`src/rtl/f_eval_ctrl_pkg.sv`:
```
`default_nettype none
// ============================================================================
// Module      : f_eval_ctrl_pkg
// Description : Shared types and constants for the f evaluation controller:
//               FSM state encoding, operand code width and the reference
//               truth table of f.
// Revision    : 1.0 - initial release
// ============================================================================
package f_eval_ctrl_pkg;

   // Operand code width: {in1,in2,in3,in4}
   localparam int CODE_W = 4;

   // Truth table of f, bit i = f(code i); ones at codes 1, 2, 3, 7, 13
   localparam logic [15:0] F_TT = 16'h208E;

   typedef logic [CODE_W-1:0] code_t;

   // Controller states, explicit 3-bit encoding
   typedef enum logic [2:0] {
      ST_IDLE  = 3'd0,
      ST_SERVE = 3'd1,
      ST_SWEEP = 3'd2,
      ST_WAIT  = 3'd3,
      ST_DONE  = 3'd4
   } state_t;

endpackage : f_eval_ctrl_pkg
`default_nettype wire

```
`src/rtl/f_eval_ctrl_f.sv`:
```
`default_nettype none
// ============================================================================
// Module      : f_eval_ctrl_f
// Description : The existing 4-input combinational function f.
//               out = 1 exactly for {in1,in2,in3,in4} = 1, 2, 3, 7, 13.
// Revision    : 1.0 - initial release
// ============================================================================
module f_eval_ctrl_f (
   input  logic i_in1,
   input  logic i_in2,
   input  logic i_in3,
   input  logic i_in4,
   output logic o_out
);

   // Sum of products: codes 1..3, code 7, code 13
   assign o_out = (~i_in1 & ~i_in2 & (i_in3 | i_in4))
                | (~i_in1 &  i_in2 &  i_in3 &  i_in4)
                | ( i_in1 &  i_in2 & ~i_in3 &  i_in4);

endmodule : f_eval_ctrl_f
`default_nettype wire

```
`src/rtl/f_eval_ctrl_rr_arb2.sv`:
```
`default_nettype none
// ============================================================================
// Module      : f_eval_ctrl_rr_arb2
// Description : Two-requester round-robin arbiter. A lone request wins; on a
//               tie the requester not granted last wins. The pointer only
//               moves when the caller commits the grant via i_take.
// Revision    : 1.0 - initial release
// ============================================================================
module f_eval_ctrl_rr_arb2 (
   input  logic       i_clk,
   input  logic       i_rst_n,
   input  logic [1:0] i_req,
   input  logic       i_take,
   output logic [1:0] o_win
);

   // Index of the requester granted last; reset value 1 favours requester 0
   logic r_last;

   // Winner selection from current requests and the last-granted pointer
   always_comb begin
      o_win = 2'b00;
      case (i_req)
         2'b01:   o_win = 2'b01;
         2'b10:   o_win = 2'b10;
         2'b11:   o_win = r_last ? 2'b01 : 2'b10;
         default: o_win = 2'b00;
      endcase
   end

   // Pointer update on a committed grant
   always_ff @(posedge i_clk or negedge i_rst_n) begin
      if (!i_rst_n) begin
         r_last <= 1'b1;
      end else if (i_take && (|i_req)) begin
         r_last <= o_win[1];
      end
   end

endmodule : f_eval_ctrl_rr_arb2
`default_nettype wire

```
`src/rtl/f_eval_ctrl.sv`:
```
`default_nettype none
// ============================================================================
// Module      : f_eval_ctrl
// Description : Controller around a single shared instance of f. Serves
//               round-robin arbitrated point queries from two requesters and
//               runs full 16-entry truth-table sweeps with optional idle
//               cycles between steps. All outputs are registered.
// Revision    : 1.0 - initial release
// ============================================================================
module f_eval_ctrl #(
   parameter int PAUSE = 0
) (
   input  logic        JM1222HM_clk,
   input  logic        JM1222HM_rst_n,
   input  logic        JM1222HM_start,
   input  logic [1:0]  JM1222HM_req,
   input  logic [3:0]  JM1222HM_code0,
   input  logic [3:0]  JM1222HM_code1,
   output logic [1:0]  JM1222HM_gnt,
   output logic [1:0]  JM1222HM_rsp_valid,
   output logic        JM1222HM_rsp_data,
   output logic        JM1222HM_busy,
   output logic        JM1222HM_done,
   output logic [15:0] JM1222HM_table
);

   import f_eval_ctrl_pkg::*;

   localparam code_t      c_LAST_INDEX = code_t'(15);
   // Final WAIT count before leaving WAIT; unused when PAUSE is 0
   localparam logic [3:0] c_PAUSE_LAST = (PAUSE > 0) ? 4'(PAUSE - 1) : 4'd0;

   state_t      r_state;
   state_t      w_next_state;
   code_t       r_index;
   logic [3:0]  r_wait;
   code_t       r_code;
   logic [1:0]  r_winner;
   logic [15:0] r_table;
   logic [1:0]  r_gnt;
   logic [1:0]  r_rsp_valid;
   logic        r_rsp_data;
   logic        r_busy;
   logic        r_done;

   code_t       w_index_nxt;
   logic [3:0]  w_wait_nxt;
   code_t       w_code_nxt;
   logic [1:0]  w_winner_nxt;
   logic [15:0] w_table_nxt;
   logic [1:0]  w_gnt_nxt;
   logic [1:0]  w_rsp_valid_nxt;
   logic        w_rsp_data_nxt;

   logic [1:0]  w_win;
   logic        w_take;
   code_t       w_f_code;
   logic        w_f;

   // A grant is committed on every transition into SERVE
   assign w_take = (w_next_state == ST_SERVE);

   f_eval_ctrl_rr_arb2 u_arb (
      .i_clk   (JM1222HM_clk),
      .i_rst_n (JM1222HM_rst_n),
      .i_req   (JM1222HM_req),
      .i_take  (w_take),
      .o_win   (w_win)
   );

   // The shared f evaluates the latched query code in SERVE, the sweep index otherwise
   assign w_f_code = (r_state == ST_SERVE) ? r_code : r_index;

   f_eval_ctrl_f u_f (
      .i_in1 (w_f_code[3]),
      .i_in2 (w_f_code[2]),
      .i_in3 (w_f_code[1]),
      .i_in4 (w_f_code[0]),
      .o_out (w_f)
   );

   // State register
   always_ff @(posedge JM1222HM_clk or negedge JM1222HM_rst_n) begin
      if (!JM1222HM_rst_n) begin
         r_state <= ST_IDLE;
      end else begin
         r_state <= w_next_state;
      end
   end

   // Next-state logic; the edge leaving DONE counts as the return to IDLE,
   // so a request pending during a sweep is granted right after done
   always_comb begin
      w_next_state = r_state;
      case (r_state)
         ST_IDLE: begin
            if (JM1222HM_start) begin
               w_next_state = ST_SWEEP;
            end else if (|JM1222HM_req) begin
               w_next_state = ST_SERVE;
            end
         end
         ST_SERVE: w_next_state = ST_IDLE;
         ST_SWEEP: begin
            if (PAUSE > 0) begin
               w_next_state = ST_WAIT;
            end else if (r_index == c_LAST_INDEX) begin
               w_next_state = ST_DONE;
            end else begin
               w_next_state = ST_SWEEP;
            end
         end
         ST_WAIT: begin
            if (r_wait == c_PAUSE_LAST) begin
               w_next_state = (r_index == c_LAST_INDEX) ? ST_DONE : ST_SWEEP;
            end
         end
         ST_DONE: w_next_state = (|JM1222HM_req) ? ST_SERVE : ST_IDLE;
         default: w_next_state = ST_IDLE;
      endcase
   end

   // Output and datapath next values, registered below
   always_comb begin
      w_index_nxt     = r_index;
      w_wait_nxt      = r_wait;
      w_code_nxt      = r_code;
      w_winner_nxt    = r_winner;
      w_table_nxt     = r_table;
      w_gnt_nxt       = 2'b00;
      w_rsp_valid_nxt = 2'b00;
      w_rsp_data_nxt  = 1'b0;

      if (w_take) begin
         w_gnt_nxt    = w_win;
         w_winner_nxt = w_win;
         w_code_nxt   = w_win[1] ? JM1222HM_code1 : JM1222HM_code0;
      end

      case (r_state)
         ST_IDLE: begin
            if (JM1222HM_start) begin
               w_table_nxt = 16'h0000;
               w_index_nxt = '0;
            end
         end
         ST_SERVE: begin
            w_rsp_valid_nxt = r_winner;
            w_rsp_data_nxt  = w_f;
         end
         ST_SWEEP: begin
            w_table_nxt[r_index] = w_f;
            w_wait_nxt           = 4'd0;
            if (w_next_state == ST_SWEEP) begin
               w_index_nxt = r_index + code_t'(1);
            end
         end
         ST_WAIT: begin
            w_wait_nxt = r_wait + 4'd1;
            if (w_next_state == ST_SWEEP) begin
               w_index_nxt = r_index + code_t'(1);
            end
         end
         default: ;
      endcase
   end

   // Output and datapath registers; reset aborts any sweep or query at once
   always_ff @(posedge JM1222HM_clk or negedge JM1222HM_rst_n) begin
      if (!JM1222HM_rst_n) begin
         r_index     <= '0;
         r_wait      <= 4'd0;
         r_code      <= '0;
         r_winner    <= 2'b00;
         r_table     <= 16'h0000;
         r_gnt       <= 2'b00;
         r_rsp_valid <= 2'b00;
         r_rsp_data  <= 1'b0;
         r_busy      <= 1'b0;
         r_done      <= 1'b0;
      end else begin
         r_index     <= w_index_nxt;
         r_wait      <= w_wait_nxt;
         r_code      <= w_code_nxt;
         r_winner    <= w_winner_nxt;
         r_table     <= w_table_nxt;
         r_gnt       <= w_gnt_nxt;
         r_rsp_valid <= w_rsp_valid_nxt;
         r_rsp_data  <= w_rsp_data_nxt;
         r_busy      <= (w_next_state != ST_IDLE);
         r_done      <= (w_next_state == ST_DONE);
      end
   end

   assign JM1222HM_gnt       = r_gnt;
   assign JM1222HM_rsp_valid = r_rsp_valid;
   assign JM1222HM_rsp_data  = r_rsp_data;
   assign JM1222HM_busy      = r_busy;
   assign JM1222HM_done      = r_done;
   assign JM1222HM_table     = r_table;

endmodule : f_eval_ctrl
`default_nettype wire

```
`config.mk`:
```
export PLATFORM = sky130hd
export DESIGN_NAME = f_eval_ctrl
export DESIGN_NICKNAME = d
export VERILOG_FILES = /design/src/rtl/f_eval_ctrl_pkg.sv /design/src/rtl/f_eval_ctrl_f.sv /design/src/rtl/f_eval_ctrl_rr_arb2.sv /design/src/rtl/f_eval_ctrl.sv
export SDC_FILE = /design/constraint.sdc
export NUM_CORES = 1
export LEC_CHECK = 0
export CAP_MARGIN = 10
export CORE_MARGIN = 3
export CORE_UTILIZATION = 56
export CTS_CLUSTER_DIAMETER = 150
export DETAILED_ROUTE_END_ITERATION = 8
export HOLD_SLACK_MARGIN = 0.1
export PLACE_DENSITY_LB_ADDON = 0.1
export REMOVE_ABC_BUFFERS = 1
export SYNTH_ARGS = -nofsm -noshare
export SYNTH_HDL_FRONTEND = slang
export SYNTH_SLANG_ARGS = --single-unit
export TNS_END_PERCENT = 10
```
`constraint.sdc`:
```
create_clock -name JM1222HM_clk -period 3.22 [get_ports JM1222HM_clk]
set_input_delay 0.644 -clock JM1222HM_clk [delete_from_list [all_inputs] [get_ports JM1222HM_clk]]
set_output_delay 0.644 -clock JM1222HM_clk [all_outputs]
set_load 0.05 [all_outputs]
```
==> results of run 1 <==
[report_power, final]
part | total [uW] | switching [uW] | internal (uW) | leakage [uW]
Combinational | 1030 | 669 | 358 | 0.000513
Clock | 238 | 155 | 83.2 | 0.0000320
Sequential | 791 | 132 | 659 | 0.000537
[final cells by class]
type,count,area (um^2)
multi-input combinational,128,890.9
timing repair buffer,37,360.3
clock inverter,2,10.01
tap,46,57.56
inverter,10,37.54
clock buffer,6,41.29
sequential,41,1027
fill,256,964.7
[sequential cells by signal, indices dropped and copies added, names as in the netlist]
name and cells:
JM1222HM_table 16, r_code 4, r_index 4, r_wait 4
r_state 3, JM1222HM_gnt 2, JM1222HM_rsp_valid 2, r_winner 2
JM1222HM_busy 1, JM1222HM_done 1, JM1222HM_rsp_data 1, u_arb.r_last 1
[metal layers]
metal  wire (um)  GRT usage, %  share of wire [%]  vias up
met5           0             0                  0        -
met4          79         9.585                1.9        0
met3         191         5.612                4.6        7
met2        2087         35.67                 50       46
met1        1797         28.46                 43      796
li1            -             -                  -      760
[placed cells by master (no fill, tap or decap), types with 2 or more instances in the layout]
cell type	instances
sky130_fd_sc_hd__o21ai_0	12
sky130_fd_sc_hd__inv_1	10
sky130_fd_sc_hd__o311ai_0	2
sky130_fd_sc_hd__nor3b_1	2
sky130_fd_sc_hd__ha_1	6
sky130_fd_sc_hd__a21boi_0	2
sky130_fd_sc_hd__mux2i_1	5
sky130_fd_sc_hd__clkinv_2	2
sky130_fd_sc_hd__a21oi_1	2
sky130_fd_sc_hd__nand2_1	21
sky130_fd_sc_hd__o41ai_1	2
sky130_fd_sc_hd__o31ai_1	4
sky130_fd_sc_hd__and2_1	2
sky130_fd_sc_hd__o41ai_2	6
sky130_fd_sc_hd__nand2b_1	5
sky130_fd_sc_hd__nor2_1	8
sky130_fd_sc_hd__a31oi_1	4
sky130_fd_sc_hd__buf_4	2
sky130_fd_sc_hd__o211ai_1	9
sky130_fd_sc_hd__dfrtp_1	40
sky130_fd_sc_hd__clkdlybuf4s50_1	34
sky130_fd_sc_hd__clkbuf_4	5
sky130_fd_sc_hd__nor2b_1	2
sky130_fd_sc_hd__nor3_1	4
sky130_fd_sc_hd__nand3_1	13
[synthesized netlist by cell type (all sizes together), types with 2 or more instances]
library cell	n	area, um^2
nand2b	5	31.28
clkbuf	7	27.52
nor2b	2	12.51
a31oi	4	25.02
nand3	13	65.06
and2	2	12.51
a21oi	2	10.01
nand2	22	85.09
nor2	8	30.03
o21ai	12	60.06
dfrtp	40	1001
a21boi	3	22.52
nor3b	2	15.01
ha	6	75.07
o311ai	2	17.52
o41ai	8	115.1
mux2i	5	50.05
buf	4	27.52
inv	10	37.54
o211ai	9	67.56
nor3	4	20.02
o31ai	4	30.03
[worst register-to-register path, cell delays in order, from the launching register on]
cell and delay (ps):
sky130_fd_sc_hd__dfrtp_1 530, sky130_fd_sc_hd__inv_1 110, sky130_fd_sc_hd__maj3_1 360, sky130_fd_sc_hd__a211oi_2 870, sky130_fd_sc_hd__o41ai_1 210
[kinds of logic after synthesis]
family                   after synthesis
multiplexers                           6
AND/OR/NAND/NOR                       62
flip-flops                            41
AO/OA/AOI/OAI                         52
XOR/XNOR                               1
buffers and inverters                 21
adder cells (fa/ha/maj)                7
[through the flow]
stage,cell area [um^2],worst slack [ps],hold WS (ps)
detailed placement,2374,1025,476.6
global placement,2374,1078,465.7
finish,2425,979.0,393.2
global route,2425,874.4,446.5
floorplan,1949,979.7,348.4
CTS,2425,1009,412.2
[how the worst min path moves through the flow]
stage	from	end	slack, ps	depth (start not counted)
6_report	JM1222HM_rst_n	r_code[1]	390	1
5_1_grt	JM1222HM_rst_n	r_winner[0]	450	1
4_1_cts	JM1222HM_rst_n	r_code[1]	410	1
3_5_place_dp	r_winner[1]	JM1222HM_rsp_valid[1]	480	1
3_3_place_gp	r_winner[1]	r_winner[1]	470	1
2_1_floorplan	JM1222HM_rst_n	JM1222HM_busy	350	0
==> impl_metrics.toml, run 1 <==
[timing]
final-hold-violation-count = 0
rsz0062_at_grt = "no"
relSlewSlack_pct = 31.77
fmaxAchievable_ghz = 0.4462
tns_ps = 0
timing.final.crit_period_ps = 2241
max_slew.worst_pin.slew_ps = 1022
finClkSkew_ps = 12.33
layout_worst_path_cycle_share_pct = 69.60
finalMaxSlewViolations = 0
finalSetupViolations = 0

[worst_setup_path]
worstPathCellList = "inv_1, maj3_1, a211oi_2, o41ai_1"
rr_worst_depth = 4
setup.reg_to_reg.worst_slack_ps = 980
setup.worst_path.end = "JM1222HM_table[4]"
timing.critical_path.arrival_ps = 2430
cp.depth = 4
crit_family = "compound AO/OA/AOI/OAI gates"
path_class = "reg -> reg"
crit_path_top_delay_cell = "sky130_fd_sc_hd__a211oi_2"
timing.critical_path.to_type = "flop"
regToRegEndpoint = "JM1222HM_table[4]"
critical_path.max_stage_delay_ps = 870
crit-reg2reg-launch = "r_index[2]"
crit_buf_inv = 1
critPathRequiredTime_ps = 3410
worst_setup_path_start_kind = "flop"
path_max_fanout = 12
timing_startpoint_of_the_critical_path = "r_index[2]"

[grt]
antenna_found_initial = 0
global_route.overflow_total = 0
grt_first_pass_wirelength_um = 7251
pin_count_of_the_biggest_net_entering_global_routing = 42
gr-usage-all-layers_pct = 22.25
first_global_vias = 1538

[place]
port_buffers = 35
numPlacedInstances = 262
place_congestion = 0.8387
post_detailed_placement_half_perimeter_wirelength_um = 3147

[yosys]
post_synth_xor_area_fraction_pct = 0.4370
postSynth.asyncResetShare_pct = 100.0
synth_mux_area_share_pct = 3.059
synth_seq_area_share_pct = 51.25
yosysUniqueCellTypes = 45
ys_dominant_reg_cell = "sky130_fd_sc_hd__dfrtp_1"
post_synth.cell_area_avg_um2 = 10.55
number_of_standard_cells_after_synthesis = 190
synth-compound-area-share_pct = 21.04
number_of_flops_mapped_to_enable_cells_by_yosys = 0
synth_seq_cells = 41
synth-simple-area-share_pct = 15.36
synth_warnings = 0
synth_top_family_by_area = "compound AO/OA/AOI/OAI gates"
synth-adder-area-share_pct = 4.245
post_synth_instance_area_um2 = 2004

[floorplanning]
chipHeight_um = 65.83
chipWidth_um = 65.83
design.portCount = 36
die-area_um2 = 4333
floorplan.core_area_um2 = 3390
floorplan.rows = 21
start_util_pct = 59.14

[drt]
drt.antenna.violating_nets = 0
post_detailed_route_drc_marker_count = 0
detailroute.via_count = 1609
drtPass1Iterations = 5
detail_route.wl_per_cell_um = 15.39
drt_iter0_drc = 81
avgViaCountPerCell = 5.959
drt_wl_total_um = 4155

[clock_network]
cts_inserted_buffers = 5
clock-root-buffer = "sky130_fd_sc_hd__clkbuf_4"
postCtsSetupBuffers = 0
cts_num_sinks = 41
post_cts_resize_count = 0
clock_tree_from_tritoncts = "done"
clock_path_buffers = 2
clk_transition_reported_paths_ps = 110
clk_latency_ps = 350
post_cts_hold_buffer_count = 0
htree_num_levels = 2

[pwr]
static-leakage-power_uw = 0.001083
power_density_over_the_cells_nw_per_um2 = 847.8
irDropWorstVdd_uv = 497.0
p_total_uw = 2056

[layout]
syn_to_final_growth_pct = 20.97
finalNetCount = 242
ratio_of_cells_with_drive_above_1_in_the_final_layout_pct = 10.27
final_cell_count_no_fill = 270
finalCoreUtilization_pct = 71.54
n_antenna_cell = 0

[min_path]
timing.hold.worst.class = "in -> async"

[run_status]
outcome = "complete, no violations"

[job]
drv.max_cap_violation_count = 0
No activity file was read; power rests on OpenSTA's default activity.
==> run 2: changes to the inputs <==
--- a/config.mk
+++ b/config.mk
@@ -7,7 +7,7 @@
 export LEC_CHECK = 0
 export CAP_MARGIN = 10
 export CORE_MARGIN = 3
-export CORE_UTILIZATION = 56
+export CORE_UTILIZATION = 47
 export CTS_CLUSTER_DIAMETER = 150
 export DETAILED_ROUTE_END_ITERATION = 8
 export HOLD_SLACK_MARGIN = 0.1
==> constraint.sdc (replaced) <==
create_clock -name JM1222HM_clk -period 2.02 [get_ports JM1222HM_clk]
set_input_delay 0.404 -clock JM1222HM_clk [delete_from_list [all_inputs] [get_ports JM1222HM_clk]]
set_output_delay 0.404 -clock JM1222HM_clk [all_outputs]
set_load 0.05 [all_outputs]
==> impl_metrics.toml, run 2 (synthesized netlist as in run 1, its figures left out) <==
[run_status]
outcome = "complete, no violations"

[layout]
ratio_of_cells_with_drive_above_1_in_the_final_layout_pct = 12.61
final_cell_count_no_fill = 280
finalCoreUtilization_pct = 62.90
final.fill_count = 330
layout.area.seq_um2 = 1027
syn_to_final_growth_pct = 27.34
most_common_library_cell_in_the_layout_ignoring_fill_and_taps = "sky130_fd_sc_hd__dfrtp_1"
n_antenna_cell = 0
leading_cell_types_in_the_layout_fill_and_taps_excluded = "40 x sky130_fd_sc_hd__dfrtp_1, 34 x sky130_fd_sc_hd__clkdlybuf4s50_1, 21 x sky130_fd_sc_hd__nand2_1"
largest_register_ff_count = 16
finalNetCount = 248
multi_input_comb_area_um2 = 890.9

[timing]
timing.final.crit_period_ps = 1873
max_slew.worst_pin.slew_ps = 501.3
finalMaxSlewViolations = 0
final-hold-violation-count = 0
relSlewSlack_pct = 66.47
layout_worst_path_cycle_share_pct = 92.73
rsz0062_at_grt = "no"
finalSetupViolations = 0
tns_ps = 0
fmaxAchievable_ghz = 0.5339
finClkSkew_ps = 9.918

[drt]
detail_route.wl_per_cell_um = 14.81
avgViaCountPerCell = 5.554
drt.antenna.violating_nets = 0
post_detailed_route_drc_marker_count = 0
drt_wl_total_um = 4147
drtPass1Iterations = 4
drt_iter0_drc = 55
detailroute.via_count = 1555

[floorplanning]
die-area_um2 = 5084
floorplan.core_area_um2 = 4058
chipHeight_um = 71.31
chipWidth_um = 71.31
start_util_pct = 49.40
floorplan.rows = 23
design.portCount = 36

[clock_network]
clk_latency_ps = 290
clock_tree_from_tritoncts = "done"
cts_num_sinks = 41
clock-root-buffer = "sky130_fd_sc_hd__clkbuf_8"
clock_path_buffers = 2
post_cts_hold_buffer_count = 0
clk_transition_reported_paths_ps = 80
cts_inserted_buffers = 5
htree_num_levels = 2

[worst_setup_path]
timing_startpoint_of_the_critical_path = "JM1222HM_table[13]"
worst_setup_path_start_kind = "flop"
cp.depth = 1
critPathRequiredTime_ps = 1620
crit-reg2reg-launch = "r_index[0]"
path_class = "reg -> out"
crit_buf_inv = 1
rr_worst_depth = 5
path_max_fanout = 2
critical_path.max_stage_delay_ps = 810
timing.critical_path.to_type = "primary output"
worstPathCellList = "clkdlybuf4s50_1"
crit_path_top_delay_cell = "sky130_fd_sc_hd__clkdlybuf4s50_1"
timing.critical_path.arrival_ps = 1470
crit_family = "buffers and inverters"

[place]
port_buffers = 35
post_detailed_placement_half_perimeter_wirelength_um = 3049
place_congestion = 0.8197
numPlacedInstances = 272

[grt]
first_global_vias = 1514
pin_count_of_the_biggest_net_entering_global_routing = 42
antenna_found_initial = 0
grt_first_pass_wirelength_um = 7051
global_route.overflow_total = 0
gr-usage-all-layers_pct = 17.58

[pwr]
static-leakage-power_uw = 0.001144
irDropWorstVdd_uv = 784.7
power_density_over_the_cells_nw_per_um2 = 1431

[job]
drv.max_cap_violation_count = 0

[min_path]
timing.hold.worst.class = "in -> async"
run 2: timing repair:
action,4_1_cts,5_1_grt
buffers inserted,0,0
gates resized for setup,0,2
hold endpoints to repair,0,0
setup endpoints to repair,0,1
run 2: metrics by stage:
step                power, uW  setup WS, ps  area (um^2)  hold WS, ps
CTS                      3671         128.5         2546        178.3
floorplan                2375        -220.3         1949        108.4
detailed placement       2987         168.1         2430        482.3
global placement         2942         234.0         2430        473.4
global route             3904         41.68         2552        195.8
finish                   3652         146.9         2552        162.4
run 2: final timing paths:
path	endpoint	slack, ps
hold / removal	JM1222HM_table[2]	160
max in group asynchronous	u_arb.r_last	1490
hold reg to reg	JM1222HM_rsp_valid[0]	500
setup reg to reg	r_index[3]	190
setup / recovery	JM1222HM_table[13]	150
min in group JM1222HM_clk	JM1222HM_rsp_valid[0]	500
run 2: area by class of cell:
type                       instances  share of cell area, %
multi-input combinational        128                  34.90
sequential                        41                  40.25
inverter                          10                  1.471
tap                               50                  2.451
clock buffer                       7                  3.382
clock inverter                     1                  1.176
timing repair buffer              43                  16.37
run 2: routing by layer:
metal  part of all wire (%)  global-route usage [%]  vias up
li1                       -                       -      767
met1                     41                   21.62      750
met2                     53                   30.31       32
met3                    3.9                   3.506        6
met4                    1.3                   6.889        0
met5                      0                       0        -
run 2: where the power goes:
group / internal, uW / switching (uW) / total [uW]
registers: 1050 / 204 / 1260
clock network: 403 / 272 / 675
logic: 655 / 1060 / 1720
total: 2110 / 1540 / 3650
